===== src/rtl/ser_piso_pkg.sv =====
// ============================================================================
// ser_pkg : shared types and helpers for the ser_piso serialiser
// Revision: 1.0
// ============================================================================
`default_nettype none

package ser_pkg;

  typedef enum logic [0:0] {
    IDLE  = 1'b0,
    SHIFT = 1'b1
  } state_t;

  // Bounded loop keeps the function elaboration-friendly for synthesis
  function automatic int clog2(input int value);
    int r;
    r = 0;
    for (int i = 0; i < 31; i++) begin
      if ((1 << i) < value) r = i + 1;
    end
    return r;
  endfunction

endpackage

`default_nettype wire


===== src/rtl/ser_piso_if.sv =====
// ============================================================================
// ser_piso_if : parallel-in and serial-out handshake bundle for ser_piso
// Revision: 1.0
// ============================================================================
`default_nettype none

interface ser_piso_if #(
  parameter int W = 8
);
  logic [W-1:0] i_data;
  logic         i_valid;
  logic         i_ready;
  logic         q;
  logic         q_valid;
  logic         q_last;
  logic         o_ready;

  modport master (
    output i_data, i_valid, o_ready,
    input  i_ready, q, q_valid, q_last
  );

  modport slave (
    input  i_data, i_valid, o_ready,
    output i_ready, q, q_valid, q_last
  );
endinterface

`default_nettype wire


===== src/rtl/ser_piso_stage.sv =====
// ============================================================================
// ser_stage : one shift-register bit, mx2 select feeding an async-clear flop
// Revision: 1.0
// ============================================================================
`default_nettype none

module ser_stage (
  input  wire  ck,
  input  wire  nrst,
  input  wire  en,
  input  wire  cmd,
  input  wire  i0,
  input  wire  i1,
  output logic q
);

  always_ff @(posedge ck or negedge nrst) begin
    if (!nrst) begin
      q <= 1'b0;
    end else if (en) begin
      q <= cmd ? i1 : i0;
    end
  end

endmodule

`default_nettype wire


===== src/rtl/ser_piso.sv =====
// ============================================================================
// ser_piso : valid/ready parallel-in serial-out serialiser, W bits per word
// Revision: 1.0
// ============================================================================
`default_nettype none

module ser_piso
  import ser_pkg::*;
#(
  parameter int W         = 8,
  parameter bit MSB_FIRST = 1'b1
) (
  input wire       ck,
  input wire       nrst,
  ser_piso_if.slave s
);

  localparam int            CW     = clog2(W);
  localparam logic [CW-1:0] C_LAST = CW'(W - 1);

  state_t        r_state;
  logic [CW-1:0] r_count;
  logic [W-1:0]  r_shreg;
  logic [W-1:0]  w_nbr;
  logic          w_count_zero;
  logic          w_in_ready;
  logic          w_load;
  logic          w_shift;
  logic          w_en;
  logic          w_out_bit;

  assign w_count_zero = (r_count == '0);
  assign w_in_ready   = nrst & ((r_state == IDLE) |
                                ((r_state == SHIFT) & w_count_zero & s.o_ready));
  assign w_load       = w_in_ready & s.i_valid;
  assign w_shift      = (r_state == SHIFT) & s.o_ready & ~w_count_zero;
  assign w_en         = w_load | w_shift;

  // Each bit takes its neighbour one step further from the output end
  generate
    if (MSB_FIRST) begin : g_msb
      assign w_nbr = {r_shreg[W-2:0], 1'b0};
    end else begin : g_lsb
      assign w_nbr = {1'b0, r_shreg[W-1:1]};
    end
  endgenerate

  generate
    for (genvar k = 0; k < W; k++) begin : g_stage
      ser_stage u_stage (
        .ck   (ck),
        .nrst (nrst),
        .en   (w_en),
        .cmd  (w_load),
        .i0   (w_nbr[k]),
        .i1   (s.i_data[k]),
        .q    (r_shreg[k])
      );
    end
  endgenerate

  always_ff @(posedge ck or negedge nrst) begin
    if (!nrst) begin
      r_state <= IDLE;
      r_count <= '0;
    end else begin
      case (r_state)
        IDLE: begin
          if (w_load) begin
            r_state <= SHIFT;
            r_count <= C_LAST;
          end
        end
        SHIFT: begin
          if (s.o_ready) begin
            if (!w_count_zero) begin
              r_count <= r_count - 1'b1;
            end else if (s.i_valid) begin
              r_count <= C_LAST;
            end else begin
              r_state <= IDLE;
            end
          end
        end
        default: begin
          r_state <= IDLE;
          r_count <= '0;
        end
      endcase
    end
  end

  assign w_out_bit = MSB_FIRST ? r_shreg[W-1] : r_shreg[0];

  // Outputs depend only on flops, never on i_data
  assign s.q       = (r_state == SHIFT) & w_out_bit;
  assign s.q_valid = (r_state == SHIFT);
  assign s.q_last  = (r_state == SHIFT) & w_count_zero;
  assign s.i_ready = w_in_ready;

endmodule

`default_nettype wire


===== src/flat_wrapper.sv =====
// flat-port wrapper written by rule: the top's interface ports become plain ports
module ser_piso_flat import ser_pkg::*;
#(
  parameter int W         = 8,
  parameter bit MSB_FIRST = 1'b1
)
  (ck, nrst, s_i_data, s_i_valid, s_o_ready, s_i_ready, s_q, s_q_valid, s_q_last);
  ser_piso_if #(.W(W)) s_i ();
  input wire ck;
  input wire nrst;
  input wire logic [$bits(s_i.i_data)-1:0] s_i_data;
  input wire logic [$bits(s_i.i_valid)-1:0] s_i_valid;
  input wire logic [$bits(s_i.o_ready)-1:0] s_o_ready;
  output wire logic [$bits(s_i.i_ready)-1:0] s_i_ready;
  output wire logic [$bits(s_i.q)-1:0] s_q;
  output wire logic [$bits(s_i.q_valid)-1:0] s_q_valid;
  output wire logic [$bits(s_i.q_last)-1:0] s_q_last;
  assign s_i.i_data = s_i_data;
  assign s_i.i_valid = s_i_valid;
  assign s_i.o_ready = s_o_ready;
  assign s_i_ready = s_i.i_ready;
  assign s_q = s_i.q;
  assign s_q_valid = s_i.q_valid;
  assign s_q_last = s_i.q_last;
  ser_piso #(.W(W), .MSB_FIRST(MSB_FIRST)) u_core (.ck(ck), .nrst(nrst), .s(s_i));
endmodule

===== config.mk =====
export PLATFORM = sky130hd
export DESIGN_NAME = ser_piso_flat
export DESIGN_NICKNAME = d
export VERILOG_FILES = /design/src/rtl/ser_piso_pkg.sv /design/src/rtl/ser_piso_if.sv /design/src/rtl/ser_piso_stage.sv /design/src/rtl/ser_piso.sv /design/src/flat_wrapper.sv
export SDC_FILE = /design/constraint.sdc
export NUM_CORES = 1
export LEC_CHECK = 0
export ABC_AREA = 1
export CORE_MARGIN = 8
export CORE_UTILIZATION = 40
export CTS_CLUSTER_DIAMETER = 60
export DETAILED_ROUTE_END_ITERATION = 10
export GPL_TIMING_DRIVEN = 0
export PLACE_DENSITY = 0.65
export RECOVER_POWER = 25
export SYNTH_ARGS = -nofsm -noshare
export SYNTH_HDL_FRONTEND = slang
export SYNTH_SLANG_ARGS = --single-unit

===== constraint.sdc =====
create_clock -name ck -period 1.5 [get_ports ck]
set_input_delay 0.225 -clock ck [delete_from_list [all_inputs] [get_ports ck]]
set_output_delay 0.225 -clock ck [all_outputs]
set_load 0.01 [all_outputs]

# Word-level counts from Yosys, hierarchy flattened
# Index checks and enable logic that the tools add are counted.
[totals]
reg_bits = 12
in_bits = 12
output_inout_bits = 4
elab_cells = 45
[op_classes]
add_sub_neg = 1
n_eq_ne = 3
mux = 18
bitwise = 11
n_reduce_logical = 2
[op_table]
columns = ["cell", "count"]
rows = [
  ["$mux 1", 12],
  ["$mux 3", 4],
  ["$and 1x1->1", 7],
  ["$pmux 3 s2", 1],
  ["$ne 2x2->1 const B", 2],
  ["$logic_not 3->1", 1],
  ["$ne 3x3->1 const B", 1],
  ["$reduce_and 3->1", 1],
  ["$sub 3x1->3 const B", 1],
  ["$not 1->1", 2],
  ["$or 1x1->1", 2],
  ["$pmux 1 s2", 1],
]

# Logic depth before layout (Yosys ltp)
[logic_depth]
word_depth = 8
depth_mapped = 9
ltp_nobuf = 9

# By module
# From an unflattened synthesis, not the netlist that was laid out.
[unflattened]
hier_cells = 130
hier_area_um2 = 819.5
[modules_own_cells]
columns = ["module", "instances", "cells_per_inst", "area_per_inst_um2", "seq_area_each_um2"]
rows = [
  ["ser_stage", 8, 10, 60.1, 25.0],
  ["ser_piso", 1, 50, 339.1, 100.1],
]

# Worst setup path after synthesis
# Ideal clock, no wire load.
[synth_timing]
path_kind = "register -> register"
from = "reg u_core.r_count[0]"
to = "reg u_core.g_stage[1].u_stage.q"
setup_ns = 0.125
t_arrival_ns = 1.152
required_ns = 1.375
setup_slack_ns = 0.223
path_stages_with_launch = 9
path_buffers = 1
synth_period_minus_slack_ns = 1.277
path_cell_list = "dfrtp_1 -> inv_1 -> ha_1 -> nand2_2 -> nand2_4 -> buf_6 -> nand3_4 -> nand3_1 -> nand3_1"
[synth_between]
elab_chain_cells = 7
elab_cells_between_ends = 10
cone_classes = "1 x mux; 8 x bitwise; 1 x reduce/logical"
[synth_rtl]
columns = ["item", "line_no", "source"]
rows = [
  ["start, declared", "ser_piso.sv:22", "logic [CW-1:0] r_count;"],
  ["start signal, assigned", "ser_piso.sv:77", "r_count <= r_count - 1'b1;"],
  ["$logic_not 3->1 *", "ser_piso.sv:32", "assign w_count_zero = (r_count == '0);"],
  ["$and 1x1->1 (2 in a row)", "ser_piso.sv:34", "((r_state == SHIFT) & w_count_zero & s.o_ready));"],
  ["$or 1x1->1", "ser_piso.sv:33", "assign w_in_ready = nrst & ((r_state == IDLE) |"],
  ["$and 1x1->1", "ser_piso.sv:33", ""],
  ["$and 1x1->1", "ser_piso.sv:35", "assign w_load = w_in_ready & s.i_valid;"],
  ["$mux 1 or $or 1x1->1 (tied branches)", "ser_piso_stage.sv:21, ser_piso.sv:37", ""],
  ["end signal, assigned", "ser_piso_stage.sv:21", "q <= cmd ? i1 : i0;"],
  ["end, declared", "ser_piso_stage.sv:14", "output logic q"],
]
# Mark *: on every way between the ends. The rest lies on a longest branch, timed or not.
# A chain may end at the register's enable or synchronous reset.

# Final worst setup path
[layout_timing]
from = "reg u_core.r_count[1]"
to = "out s_i_ready"
[layout_between]
elab_chain_cells = 5
[layout_rtl]
columns = ["item", "line_no", "source"]
rows = [
  ["$logic_not 3->1", "ser_piso.sv:32", ""],
  ["$and 1x1->1 (2 in a row)", "ser_piso.sv:34", ""],
  ["$or 1x1->1", "ser_piso.sv:33", ""],
  ["$and 1x1->1", "ser_piso.sv:33", ""],
  ["end, declared", "flat_wrapper.sv:14", "output wire logic [$bits(s_i.i_ready)-1:0] s_i_ready;"],
]
# Every way passes these cells.

==> key figures <==
Clock tree
  • Total CTS buffers: 3
  • Clock Path Buffers: 2
  • CTS tree: done
  • Reg clk slew, reported paths: 0.07 ns
  • CTS H-tree lvls: 1
  • Clk_lat worst skew: 0.27 ns
  • CTS sink cnt: 12
  • Root Driver: clkbuf_4

Placed design
  • Dpl hpwl: 1190 um
  • Gpl congestion: 0.7519
  • Port Buf Inserts: 14

Worst setup path
  • Worst setup startpoint: u_core.r_count[1]
  • Reg2Reg Capture Point: u_core.r_count[0]
  • Crit path cell chain: inv_2, ha_4, nand2_4, nand2_4, inv_2, nor2_2, buf_2
  • FF-to-FF Start: u_core.r_count[0]
  • Crit path to: s_i_ready
  • Crit path kind: reg2out
  • CP max FO: 3
  • Worst reg2reg path depth: 10
  • CP max stage cell: dfrtp_1
  • Critical Path RT: 1.27 ns
  • CP Capture Type: output pin
  • WP data arrival: 1.27 ns
  • Critical Path Stages: 7
  • Reg2Reg Setup Slack: 0.09 ns
  • Startpoint Class: flop
  • Bufs and invs on worst path: 3
  • CP peak stage delay: 0.39 ns
  • CP top delay family: flip-flops

STA
  • Fin crit share: 99.82%
  • Final setup fails: 0
  • Fmax: 0.6679 GHz
  • Crit path time final: 1.497 ns
  • Worst-margin pin slew: 0.6044 ns
  • Clock skew: 0.008285 ns
  • Final hold slack: 0.3989 ns
  • Setup tns final: 0 ns
  • Relative slew margins: 59.58%
  • RSZ-0062 raised after global routing: yes
  • Pins Over Slew Limit: 0
  • Final Hold Viols: 0

GRT
  • Gr usage total: 11.76%
  • Largest net degree at the start of global routing: 13
  • Antenna violations before repair: 0
  • First-pass GRT wire length: 3160 um
  • Vias in the first global route: 725
  • Grt total ovfl: 0

Layout
  • Layout cells sized above 1: 28.33%
  • Area Growth Syn to Fin: 44.24%
  • Layout Nets: 136
  • Antenna Cells: 0
  • Final core occ: 61.67%
  • Commonest non-fill, non-tap cell in the layout: nand2_1
  • Most frequent cells in the layout: nand2_1 (24), nand3_1 (14), dfrtp_1 (11)

Floorplan
  • Core Box Area: 0.001727 mm^2
  • Initial Utilization: 42.75%
  • Die ar.: 0.003476 mm^2
  • I/O pins: 16
  • Die span in y: 58.96 um
  • Row cnt: 15
  • Die X: 58.96 um

Synth
  • Register area share after synthesis: 40.68%
  • Post-Syn Area per Cell: 8.112 um^2
  • Synth cell types: 18
  • Top post-synthesis cells by area: dfrtp_1 (41%), nand2_1 (13%), nand3_1 (9.5%)
  • Main flop type after synthesis: dfrtp_1
  • Syn Inst Count: 91
  • Synth Register Bits: 12
  • Post-synthesis async set-or-reset flop share: 100.0%
  • Share of the synthesized area in the top cell type: 40.68%
  • Synth Warn #: 0
  • Syn_nets: 105
  • EDFF count, synth: 0
  • Syn Std Cell Area: 738.2 um^2
  • Area leader, netlist: dfrtp_1

Drt
  • 1st-iter DRT viols: 6
  • Drt pass-1 iters: 4
  • DRT antenna net count: 0
  • WL/cell: 12.19 um
  • WL final: 1768 um
  • Vias per cell: 4.793
  • Vias: 695
  • Drt drc: 0

Worst hold path
  • Worst hold path type: in2reg

Power and ir drop
  • Power Total: 1.820 mW
  • VDD IR max: 0.9689 mV
  • PD cells: 1709 mW/mm^2
  • Lkg Pwr: 0.5412 nW

Run
  • Max Cap Viol: 0

Outcome
  • Status: complete, no violations
cell type report:
| type | count | area [um^2] |
|---|---|---|
| tap | 25 | 31.28 |
| timing repair buffer | 25 | 220.2 |
| fill | 161 | 661.9 |
| buffer | 2 | 25.02 |
| multi-input combinational | 64 | 411.6 |
| inverter | 14 | 52.55 |
| clock buffer | 3 | 22.52 |
| sequential | 12 | 301.5 |
sequential cells by signal (all words and copies together), names as in the netlist:
register,count
u_core.g_stage.u_stage.q,8
u_core.r_count,3
u_core.s.q_valid,1
cells by family after synthesis:
kind of cell             after synthesis  synth area share, %
XOR/XNOR                               1                1.187
AND/OR/NAND/NOR                       56                41.19
adder cells (fa/ha/maj)                2                3.389
AO/OA/AOI/OAI                          4                4.237
flip-flops                            12                40.68
buffers and inverters                 16                9.321
synthesized netlist by cell type, types with 2 or more instances:
cell type,instances
nor2_2,2
nand3_1,14
ha_1,2
dfrtp_1,12
nand2_1,25
o21ai_1,3
nand3_4,2
inv_2,2
nand4_1,7
inv_1,12
nor2_1,3
tightest hold or removal path: cells and delay by family:
family / cells / cell delay (ns)
buffers and inverters: 1 / 0.22
AND/OR/NAND/NOR: 2 / 0.18
through the flow:
stage / area (um^2) / std cells / worst slack, ns
4_1_cts: 1022 / 143 / -0.007058
2_1_floorplan: 738.2 / 91 / 0.2234
3_3_place_gp: 909.6 / 130 / -1.050
5_1_grt: 1065 / 145 / -0.08610
3_5_place_dp: 909.6 / 130 / -1.059
6_report: 1065 / 145 / 0.002745
how the worst min path moves through the flow:
stage | start | end | slack, ns | cells after the start
after global placement | u_core.g_stage[3].u_stage.q | u_core.g_stage[4].u_stage.q | 0.48 | 2
after global routing | s_i_valid | u_core.g_stage[0].u_stage.q | 0.41 | 3
after detailed placement | u_core.g_stage[3].u_stage.q | u_core.g_stage[4].u_stage.q | 0.48 | 2
final | s_i_valid | u_core.g_stage[0].u_stage.q | 0.40 | 3
after CTS | s_i_valid | u_core.g_stage[0].u_stage.q | 0.36 | 3
after floorplan | nrst | u_core.g_stage[0].u_stage.q | -0.07 | 0
power by group:
part | switching, mW | internal [mW] | total, mW | leakage (nW)
Combinational | 0.569 | 0.519 | 1.09 | 0.376
Clock | 0.102 | 0.0929 | 0.195 | 0.0138
Sequential | 0.0805 | 0.456 | 0.536 | 0.152
metal layers:
layer / share of wire (%) / GRT usage, % / vias up
li1: - / - / 358
met1: 41 / 12.75 / 320
met2: 51 / 19.63 / 15
met3: 6.0 / 5.435 / 2
met4: 1.1 / 4.096 / 0
met5: 0 / 0 / -
repair_timing:
item,CTS,global route
gates resized for setup,20,6
hold buffers,1,0
pin swaps,5,1
endpoints found under the setup margin,15,11
hold endpoints to repair,12,0
cloned,0,1
buffers inserted,9,1
No activity file was read; power rests on OpenSTA's default activity.
